**config.mk**
```make
export PLATFORM = sky130hd
export DESIGN_NAME = dsa_coord_gen
export DESIGN_NICKNAME = d
export VERILOG_FILES = /design/src/rtl/dsa_pkg.sv /design/src/rtl/dsa_axis_stepper.sv /design/src/rtl/dsa_coord_gen.sv
export SDC_FILE = /design/constraint.sdc
export NUM_CORES = 1
export LEC_CHECK = 0
export CELL_PAD_IN_SITES_DETAIL_PLACEMENT = 1
export CELL_PAD_IN_SITES_GLOBAL_PLACEMENT = 1
export CORE_MARGIN = 2
export CORE_UTILIZATION = 45
export DETAILED_ROUTE_END_ITERATION = 7
export PLACE_DENSITY = 0.95
export SYNTH_ARGS = -nofsm -noshare
export SYNTH_HDL_FRONTEND = slang
export SYNTH_SLANG_ARGS = --single-unit
```
**constraint.sdc**
```tcl
create_clock -name clk -period 16.6 [get_ports clk]
set_clock_uncertainty 0.15 [all_clocks]
set_input_delay 1.66 -clock clk [delete_from_list [all_inputs] [get_ports clk]]
set_output_delay 1.66 -clock clk [all_outputs]
set_load 0.01 [all_outputs]
```
**src/rtl/dsa_pkg.sv**
```systemverilog
// Shared types and constants for the DSA coordinate generator.
//   coord_state_t : frame sequencing states
//   Q16_ONE       : 1.0 in Q16.16
//   FRAC_MAX      : largest Q0.16 fraction, used when clamping to the last pixel pair
package dsa_pkg;

    localparam logic [31:0] Q16_ONE  = 32'h0001_0000;
    localparam logic [15:0] FRAC_MAX = 16'hFFFF;

    localparam int unsigned COORD_W = 16;
    localparam int unsigned FRAC_W  = $clog2(Q16_ONE);

    typedef enum logic [2:0] {
        IDLE,
        ISSUE,
        WAIT_ACK,
        WAIT_DONE,
        ADVANCE,
        FINISH
    } coord_state_t;

endpackage

```
**src/rtl/dsa_axis_stepper.sv**
```systemverilog
// One axis of the source-coordinate walk: Q16.16 accumulator with load/clear/add,
// and a clamp that keeps the +1 interpolation neighbour inside the source image.
//   clk, rst     : clock, synchronous active-high reset
//   load         : latch dim_in/step_in and zero the accumulator (frame start)
//   clear        : zero the accumulator (row wrap on x)
//   add          : accumulator += latched step
//   coord_int    : registered integer source coordinate (clamped)
//   frac         : registered Q0.16 fraction (FRAC_MAX when clamped)
// ACC_WIDTH must be at least 32 so the integer field sits at [31:16].
module dsa_axis_stepper
    import dsa_pkg::*;
#(
    parameter int unsigned ACC_WIDTH = 32
) (
    input  logic                clk,
    input  logic                rst,
    input  logic                load,
    input  logic [COORD_W-1:0]  dim_in,
    input  logic [31:0]         step_in,
    input  logic                clear,
    input  logic                add,
    output logic [COORD_W-1:0]  coord_int,
    output logic [FRAC_W-1:0]   frac
);

    logic [ACC_WIDTH-1:0] acc_q;
    logic [ACC_WIDTH-1:0] acc_d;
    logic [COORD_W-1:0]   dim_q;
    logic [COORD_W-1:0]   dim_sel;
    logic [31:0]          step_q;
    logic [COORD_W-1:0]   int_d;
    logic [FRAC_W-1:0]    frac_d;

    // Next accumulator and its clamped coordinate; on load the incoming dimension
    // is used so the first pixel's coordinate is correct in the same cycle.
    always_comb begin
        acc_d   = acc_q;
        dim_sel = dim_q;
        if (load) begin
            acc_d   = '0;
            dim_sel = dim_in;
        end else if (clear) begin
            acc_d = '0;
        end else if (add) begin
            acc_d = acc_q + ACC_WIDTH'(step_q);
        end
        int_d  = acc_d[FRAC_W +: COORD_W];
        frac_d = acc_d[FRAC_W-1:0];
        if (int_d >= dim_sel - COORD_W'(1)) begin
            int_d  = dim_sel - COORD_W'(2);
            frac_d = FRAC_MAX;
        end
    end

    // Coordinates only move on load/clear/add so they stay stable while a request is in flight.
    always_ff @(posedge clk) begin
        if (rst) begin
            acc_q     <= '0;
            dim_q     <= '0;
            step_q    <= '0;
            coord_int <= '0;
            frac      <= '0;
        end else begin
            acc_q <= acc_d;
            if (load) begin
                dim_q  <= dim_in;
                step_q <= step_in;
            end
            if (load || clear || add) begin
                coord_int <= int_d;
                frac      <= frac_d;
            end
        end
    end

endmodule

```
**src/rtl/dsa_coord_gen.sv**
```systemverilog
// Destination-driven source-coordinate generator for a scaler. Walks the
// destination raster and issues one fetch request per pixel, handshaking on the
// fetch stage's busy flag.
//   clk, rst                : clock, synchronous active-high reset
//   start                   : begin a frame (ignored while busy)
//   src_width/src_height    : source dimensions (>= 2)
//   dst_width/dst_height    : destination dimensions (0 => empty frame)
//   step_x/step_y           : Q16.16 source increment per destination pixel
//   fetch_busy              : fetch stage busy flag
//   req_valid               : one-cycle fetch request
//   src_x_int/src_y_int     : clamped top-left source coordinate
//   frac_x/frac_y           : Q0.16 fractions
//   dst_x/dst_y             : destination pixel of the current request
//   busy                    : frame in progress
//   done                    : one-cycle end-of-frame pulse
module dsa_coord_gen
    import dsa_pkg::*;
#(
    parameter int unsigned ACC_WIDTH = 32
) (
    input  logic         clk,
    input  logic         rst,
    input  logic         start,
    input  logic [15:0]  src_width,
    input  logic [15:0]  src_height,
    input  logic [15:0]  dst_width,
    input  logic [15:0]  dst_height,
    input  logic [31:0]  step_x,
    input  logic [31:0]  step_y,
    input  logic         fetch_busy,
    output logic         req_valid,
    output logic [15:0]  src_x_int,
    output logic [15:0]  src_y_int,
    output logic [15:0]  frac_x,
    output logic [15:0]  frac_y,
    output logic [15:0]  dst_x,
    output logic [15:0]  dst_y,
    output logic         busy,
    output logic         done
);

    coord_state_t state;
    logic [15:0]  dst_w_q;
    logic [15:0]  dst_h_q;
    logic         load;
    logic         row_end;
    logic         last_row;
    logic         x_add;
    logic         x_clear;
    logic         y_add;

    assign row_end  = (dst_x == dst_w_q - 16'd1);
    assign last_row = (dst_y == dst_h_q - 16'd1);

    // Accumulator controls, derived from the current state.
    always_comb begin
        load    = (state == IDLE) && start;
        x_add   = 1'b0;
        x_clear = 1'b0;
        y_add   = 1'b0;
        if (state == ADVANCE) begin
            if (!row_end) begin
                x_add = 1'b1;
            end else if (!last_row) begin
                x_clear = 1'b1;
                y_add   = 1'b1;
            end
        end
    end

    // Frame sequencer with registered outputs.
    always_ff @(posedge clk) begin
        if (rst) begin
            state     <= IDLE;
            req_valid <= 1'b0;
            busy      <= 1'b0;
            done      <= 1'b0;
            dst_x     <= '0;
            dst_y     <= '0;
            dst_w_q   <= '0;
            dst_h_q   <= '0;
        end else begin
            req_valid <= 1'b0;
            done      <= 1'b0;
            case (state)
                IDLE: begin
                    if (start) begin
                        dst_w_q <= dst_width;
                        dst_h_q <= dst_height;
                        dst_x   <= '0;
                        dst_y   <= '0;
                        busy    <= 1'b1;
                        state   <= (dst_width == 16'd0 || dst_height == 16'd0) ? FINISH : ISSUE;
                    end
                end
                ISSUE: begin
                    if (!fetch_busy) begin
                        req_valid <= 1'b1;
                        state     <= WAIT_ACK;
                    end
                end
                WAIT_ACK: begin
                    if (fetch_busy) state <= WAIT_DONE;
                end
                WAIT_DONE: begin
                    if (!fetch_busy) state <= ADVANCE;
                end
                ADVANCE: begin
                    if (!row_end) begin
                        dst_x <= dst_x + 16'd1;
                        state <= ISSUE;
                    end else if (!last_row) begin
                        dst_x <= '0;
                        dst_y <= dst_y + 16'd1;
                        state <= ISSUE;
                    end else begin
                        state <= FINISH;
                    end
                end
                FINISH: begin
                    done  <= 1'b1;
                    busy  <= 1'b0;
                    state <= IDLE;
                end
                default: state <= IDLE;
            endcase
        end
    end

    dsa_axis_stepper #(.ACC_WIDTH(ACC_WIDTH)) u_step_x (
        .clk       (clk),
        .rst       (rst),
        .load      (load),
        .dim_in    (src_width),
        .step_in   (step_x),
        .clear     (x_clear),
        .add       (x_add),
        .coord_int (src_x_int),
        .frac      (frac_x)
    );

    dsa_axis_stepper #(.ACC_WIDTH(ACC_WIDTH)) u_step_y (
        .clk       (clk),
        .rst       (rst),
        .load      (load),
        .dim_in    (src_height),
        .step_in   (step_y),
        .clear     (1'b0),
        .add       (y_add),
        .coord_int (src_y_int),
        .frac      (frac_y)
    );

endmodule

```
After elaboration in Yosys (flattened, before gate mapping)
Index checks and enable logic that the tools add are counted.
- $add $sub $neg: 10
- magnitude comparators: 2
- equal/unequal tests: 14
- multiplexer cells: 35
- bitwise logic cells: 1
- reduce and logical (&&, ||, !) cells: 15
- operators with widths (kind ; count):
    $mux 16 ; 11
    $mux 32 ; 5
    $add 32x32->32 ; 2
    $pmux 16 s2 ; 2
    $sub 16x1->16 const B ; 4
    $add 16x1->16 const B ; 2
    $eq 16x16->1 ; 2
    $ge 16x16->1 ; 2
    $logic_not 16->1 ; 2
    $sub 16x2->16 const B ; 2
    $mux 3 ; 7
    $pmux 3 s5 ; 1
    $ne 2x2->1 const B ; 6
    $mux 1 ; 8
    $reduce_and 4->1 ; 2
    $eq 3x2->1 const B ; 2
    $eq 3x3->1 const B ; 2
    $reduce_and 2->1 ; 2
    $reduce_bool 2->1 ; 2
    $eq 3x1->1 const B ; 1
    $logic_not 3->1 ; 1
    $logic_or 1x1->1 ; 3
    $ne 3x3->1 const B ; 1
    $reduce_and 3->1 ; 1
    4 further kinds ; 4
- bits in registers: 294
- bits of input ports: 132
- output and inout bits: 99

Logic depth before layout (Yosys ltp)
- depth in word-level cells: 9
- mapped depth: 26
- depth with buffers taken out: 23

Modules after synthesis
A second synthesis with hierarchy kept.
- cell total of the unflattened synthesis: 2296
- area total of the unflattened synthesis: 18407.7 µm²
- modules (own cells, without submodules) (module ; times used ; cells an instance ; area each (µm²) ; seq. area each (µm²)):
    dsa_axis_stepper (u_step_x) ; 1 ; 897 ; 7315.8 ; 2242.2
    dsa_axis_stepper (u_step_y) ; 1 ; 866 ; 6998.0 ; 2242.2
    dsa_coord_gen ; 1 ; 533 ; 4093.9 ; 1401.3

Least setup slack after synthesis
OpenSTA, ideal clock, no wires.
- path type: input -> register
- start point: in start
- end point: reg u_step_y.coord_int[1]
- setup time: 0.078 ns
- data arrival time: 7.040 ns
- required time: 16.372 ns
- slack: 9.332 ns
- cell stages on the path: 24
- cells stage by stage: nor4b_1 buf_2 clkbuf_1 buf_1 clkbuf_1 mux2i_1 ha_1 nand2b_1 nor2b_1 nor2b_1 nand3_1 nor2_1 xor2_1 ha_1 a21o_1 a21o_1 a21oi_1 o21ai_0 a21oi_1 inv_1 nor2_1 clkbuf_1 a221oi_1 nor3_1
- longest elaborated chain between the ends: 5
- elaborated cells between the ends (all ways): 8
- ends and longest elaborated chain (item ; RTL line ; source):
    start, declared ; dsa_coord_gen.sv:23 ; input logic start,
    $logic_and 1x1->1 (*) ; dsa_coord_gen.sv:57 ; load = (state == IDLE) && start;
    $mux 16 ; n/a ;
    $sub 16x1->16 ; dsa_axis_stepper.sv:49 ; if (int_d >= dim_sel - COORD_W'(1)) begin
    $ge 16x16->1 ; dsa_axis_stepper.sv:49 ;
    $mux 16 ; dsa_axis_stepper.sv:49 ;
    end signal, assigned ; dsa_axis_stepper.sv:70 ; coord_int <= int_d;
    end, declared ; dsa_axis_stepper.sv:22 ; output logic [COORD_W-1:0] coord_int,
Mark *: on every way between the ends. The rest lies on a longest branch, timed or not.
A chain may end at the register's enable or synchronous reset.

Worst setup path after layout
- start point: in start
- end point: reg u_step_x.coord_int[14]
- longest elaborated chain between the ends: 5
- elaborated cells between the ends (all ways): 9
- ends and longest elaborated chain (item ; RTL line):
    $logic_and 1x1->1 (*) ; dsa_coord_gen.sv:57
    $mux 16 ; n/a
    $sub 16x1->16 ; dsa_axis_stepper.sv:49
    $ge 16x16->1 ; dsa_axis_stepper.sv:49
    $mux 16 ; dsa_axis_stepper.sv:49
    end signal, assigned ; dsa_axis_stepper.sv:70
    end, declared ; dsa_axis_stepper.sv:22
Marks and branches as above.

==> results.tsv <==
metric	value	unit
post_cts_buffers	0	
final_common_cell	nand2_1	
clock.fmax	125	MHz
rows	71	
synthXorXnorAreaFrac	8.64	%
power_density	95.8	nW/um^2
synth_simple_gate_area_share	22.5	%
crit_required	16.93	ns
grt_pass1_wl	96000	microns
synthMuxAreaShare	4.63	%
ys_seq_area_share	34.3	%
status	finished, final reports clean	
fin_area	21000	sq um
syn-cell-area	17200	sq um
num_io_pins	231	
dp_slack	8.23	ns
routed_wl	60800	microns
hold_viol	0	
synth_edf_count	0	
synth_top_cell_by_area	dfxtp_1	
hpwl	43400	microns
synth_cell_type_count	79	
vias_per_cell	5.91	
syn-num-nets	2395	
clk_pin_slew	0.07	ns
fin_ws	8.63	ns
h-tree-depth	2	
port_buffers	230	
place_congestion	0.890	
syn_to_final_growth	22.5	%
critPathArrivalTime	8.30	ns
hold_buffers	0	
yosysTopAreaCellShare	34.3	%
ctsResizeCount	0	
antenna_found_initial	11	
drt-initial-drc-count	1068	
worstSkewPairLatency	0.56	ns
cts_num_sinks	294	
clockPowerShare	40.6	%
cts_buffer_depth	3	
synth_area_leaders	dfxtp_1 (34%), ha_1 (7.6%), nand2_1 (7.0%)	
synth_cells	2157	
cts_tree	built	
synth_seq_cells	294	
coreArea	37600	sq um
p_leak	8.58	nW
synth_top_family_by_area	simple AND/OR/NAND/NOR gates	
grt_usage	30.4	%
final_cell_mix	nand2_1 (320), dfxtp_1 (294), nor2_1 (272)	
finalSetupViolCount	0	
syn_area_per_cell	7.95	sq um
crit_path_max_fanout	79	
placed_area	19800	sq um
floorplan.initialDensity	45.6	%
vias	17000	
finalCritPeriodShare	48.0	%
worstHoldPathType	reg2reg	
swShare	29.8	%
cap_violations	0	
p_sw	0.599	mW
synth_flop_cell	dfxtp_1	
nets	2562	
drive_above_1_share	4.72	%
async_flop_share	0	%
cts_root_buffer	clkbuf_16	
finalSetupTns	0	ns
drc	0	
cp-start-kind	input pin	
cts_made_buffers	36	
crit_path_end_kind	flop	
share_comb_of_total_power	20.6	%
yosysWarnings	0	
tightest_slew	1.19	ns
die_w	199	microns
dieArea	39700	sq um
rrSetupSlack	9.60	ns
slew_headroom	20.2	%
power_frac_seq	38.8	%
finalMaxSlewViolations	0	
fin_crit	7.97	ns
grt_overflow_total	0	
die_h	199	microns
grt_pass1_vias	18100	
antenna_left	0	
avgRoutedWirePerCell	21.2	microns
yosys.area_share.adder	7.82	%
critPathKind	in2reg	
grt_setup_unrepaired	false	
p_int	1.41	mW
grt_max_degree	95	
firstDrtPassIters	5	
vdd_ir_drop_max	0.0000575	V
synth_compound_area_share	18.7	%
per-stage QoR:
step	total power [mW]	hold WS (ns)	instances	util [%]
2_1_floorplan	1.04	0.291	2157	-
3_3_place_gp	1.18	0.299	2797	52.6
3_5_place_dp	1.20	0.306	2797	52.6
4_1_cts	2.02	0.315	2861	55.8
5_1_grt	2.10	0.335	2868	55.9
6_report	2.01	0.311	2870	55.9
state kept, by name, summed over array words and instances (netlist names), 32 cells and up:
register and flops:
u_step_x.acc_q 32, u_step_y.step_q 32, u_step_x.step_q 32, u_step_y.acc_q 32
Yosys cell counts, types with 7 or more instances:
cell type / instances
clkbuf_1: 84
or4_1: 7
buf_1: 9
o21bai_1: 12
mux2_2: 11
a21o_1: 46
xnor2_1: 83
nand4_1: 18
buf_2: 19
inv_1: 31
nor4_1: 18
nand3_1: 36
o221a_2: 7
nor3_1: 75
nor2_1: 273
a211oi_1: 36
xor2_1: 81
o211ai_1: 7
nand2_1: 320
o21ai_0: 81
ha_1: 104
nor2b_1: 18
and2_1: 16
mux2i_1: 67
a21oi_1: 203
dfxtp_1: 294
o21a_1: 12
or3_1: 16
nand2b_1: 22
a311oi_1: 7
o211a_1: 10
and3_1: 16
a31oi_1: 11
area by class of cell:
cell class	count	area, sq um
clock inverter	15	194
sequential	294	5890
fill	4521	16600
timing repair buffer	243	2400
tap	511	639
multi-input combinational	1716	10700
inverter	33	124
clock buffer	49	1030
antenna	9	22.5
power by group through the flow:
stage	Clock, mW	Sequential, mW	Combinational, mW
floorplan	0	0.787	0.257
global placement	0	0.792	0.384
detailed placement	0	0.794	0.404
CTS	0.828	0.780	0.412
global route	0.859	0.784	0.454
finish	0.818	0.781	0.414
worst max-delay path: stages:
cell             delay (ns)
clkdlybuf4s50_1        0.53
nor4b_2                0.56
buf_4                  0.90
mux2i_1                0.63
ha_1                   0.36
o21ai_0                0.20
nor2_1                 0.29
o21a_1                 0.26
o21ai_0                0.26
nor2_1                 0.25
xor2_1                 0.20
ha_1                   0.27
nand3_1                0.10
a211o_1                0.12
a31o_2                 0.40
and2_1                 0.63
nand3_1                0.35
o21ai_0                0.28
cell families (layout without fill, tap and decap cells):
logic type / count (synthesis) / in the layout
AO/OA/AOI/OAI: 501 / 501
XOR/XNOR: 166 / 166
adder cells (fa/ha/maj): 106 / 106
buffers and inverters: 147 / 340
flip-flops: 294 / 294
multiplexers: 78 / 78
other: 0 / 9
AND/OR/NAND/NOR: 865 / 865
worst paths after layout:
path	startpoint	cells past startpoint	to
min reg2reg	u_step_y.step_q[27]	2	u_step_y.step_q[27]
max	start	18	u_step_x.coord_int[14]
min	u_step_y.step_q[27]	2	u_step_y.step_q[27]
max reg2reg	dst_w_q[0]	23	u_step_y.coord_int[10]
layer usage:
layer  GRT usage [%]  wire length (microns)  vias up
li1                -                      -     7927
met1            36.0                  24500     8327
met2            53.5                  30100      521
met3            5.03                   3510      189
met4            14.5                   2700        6
met5               0                     39        -
Power figures use the tool's default switching activity.
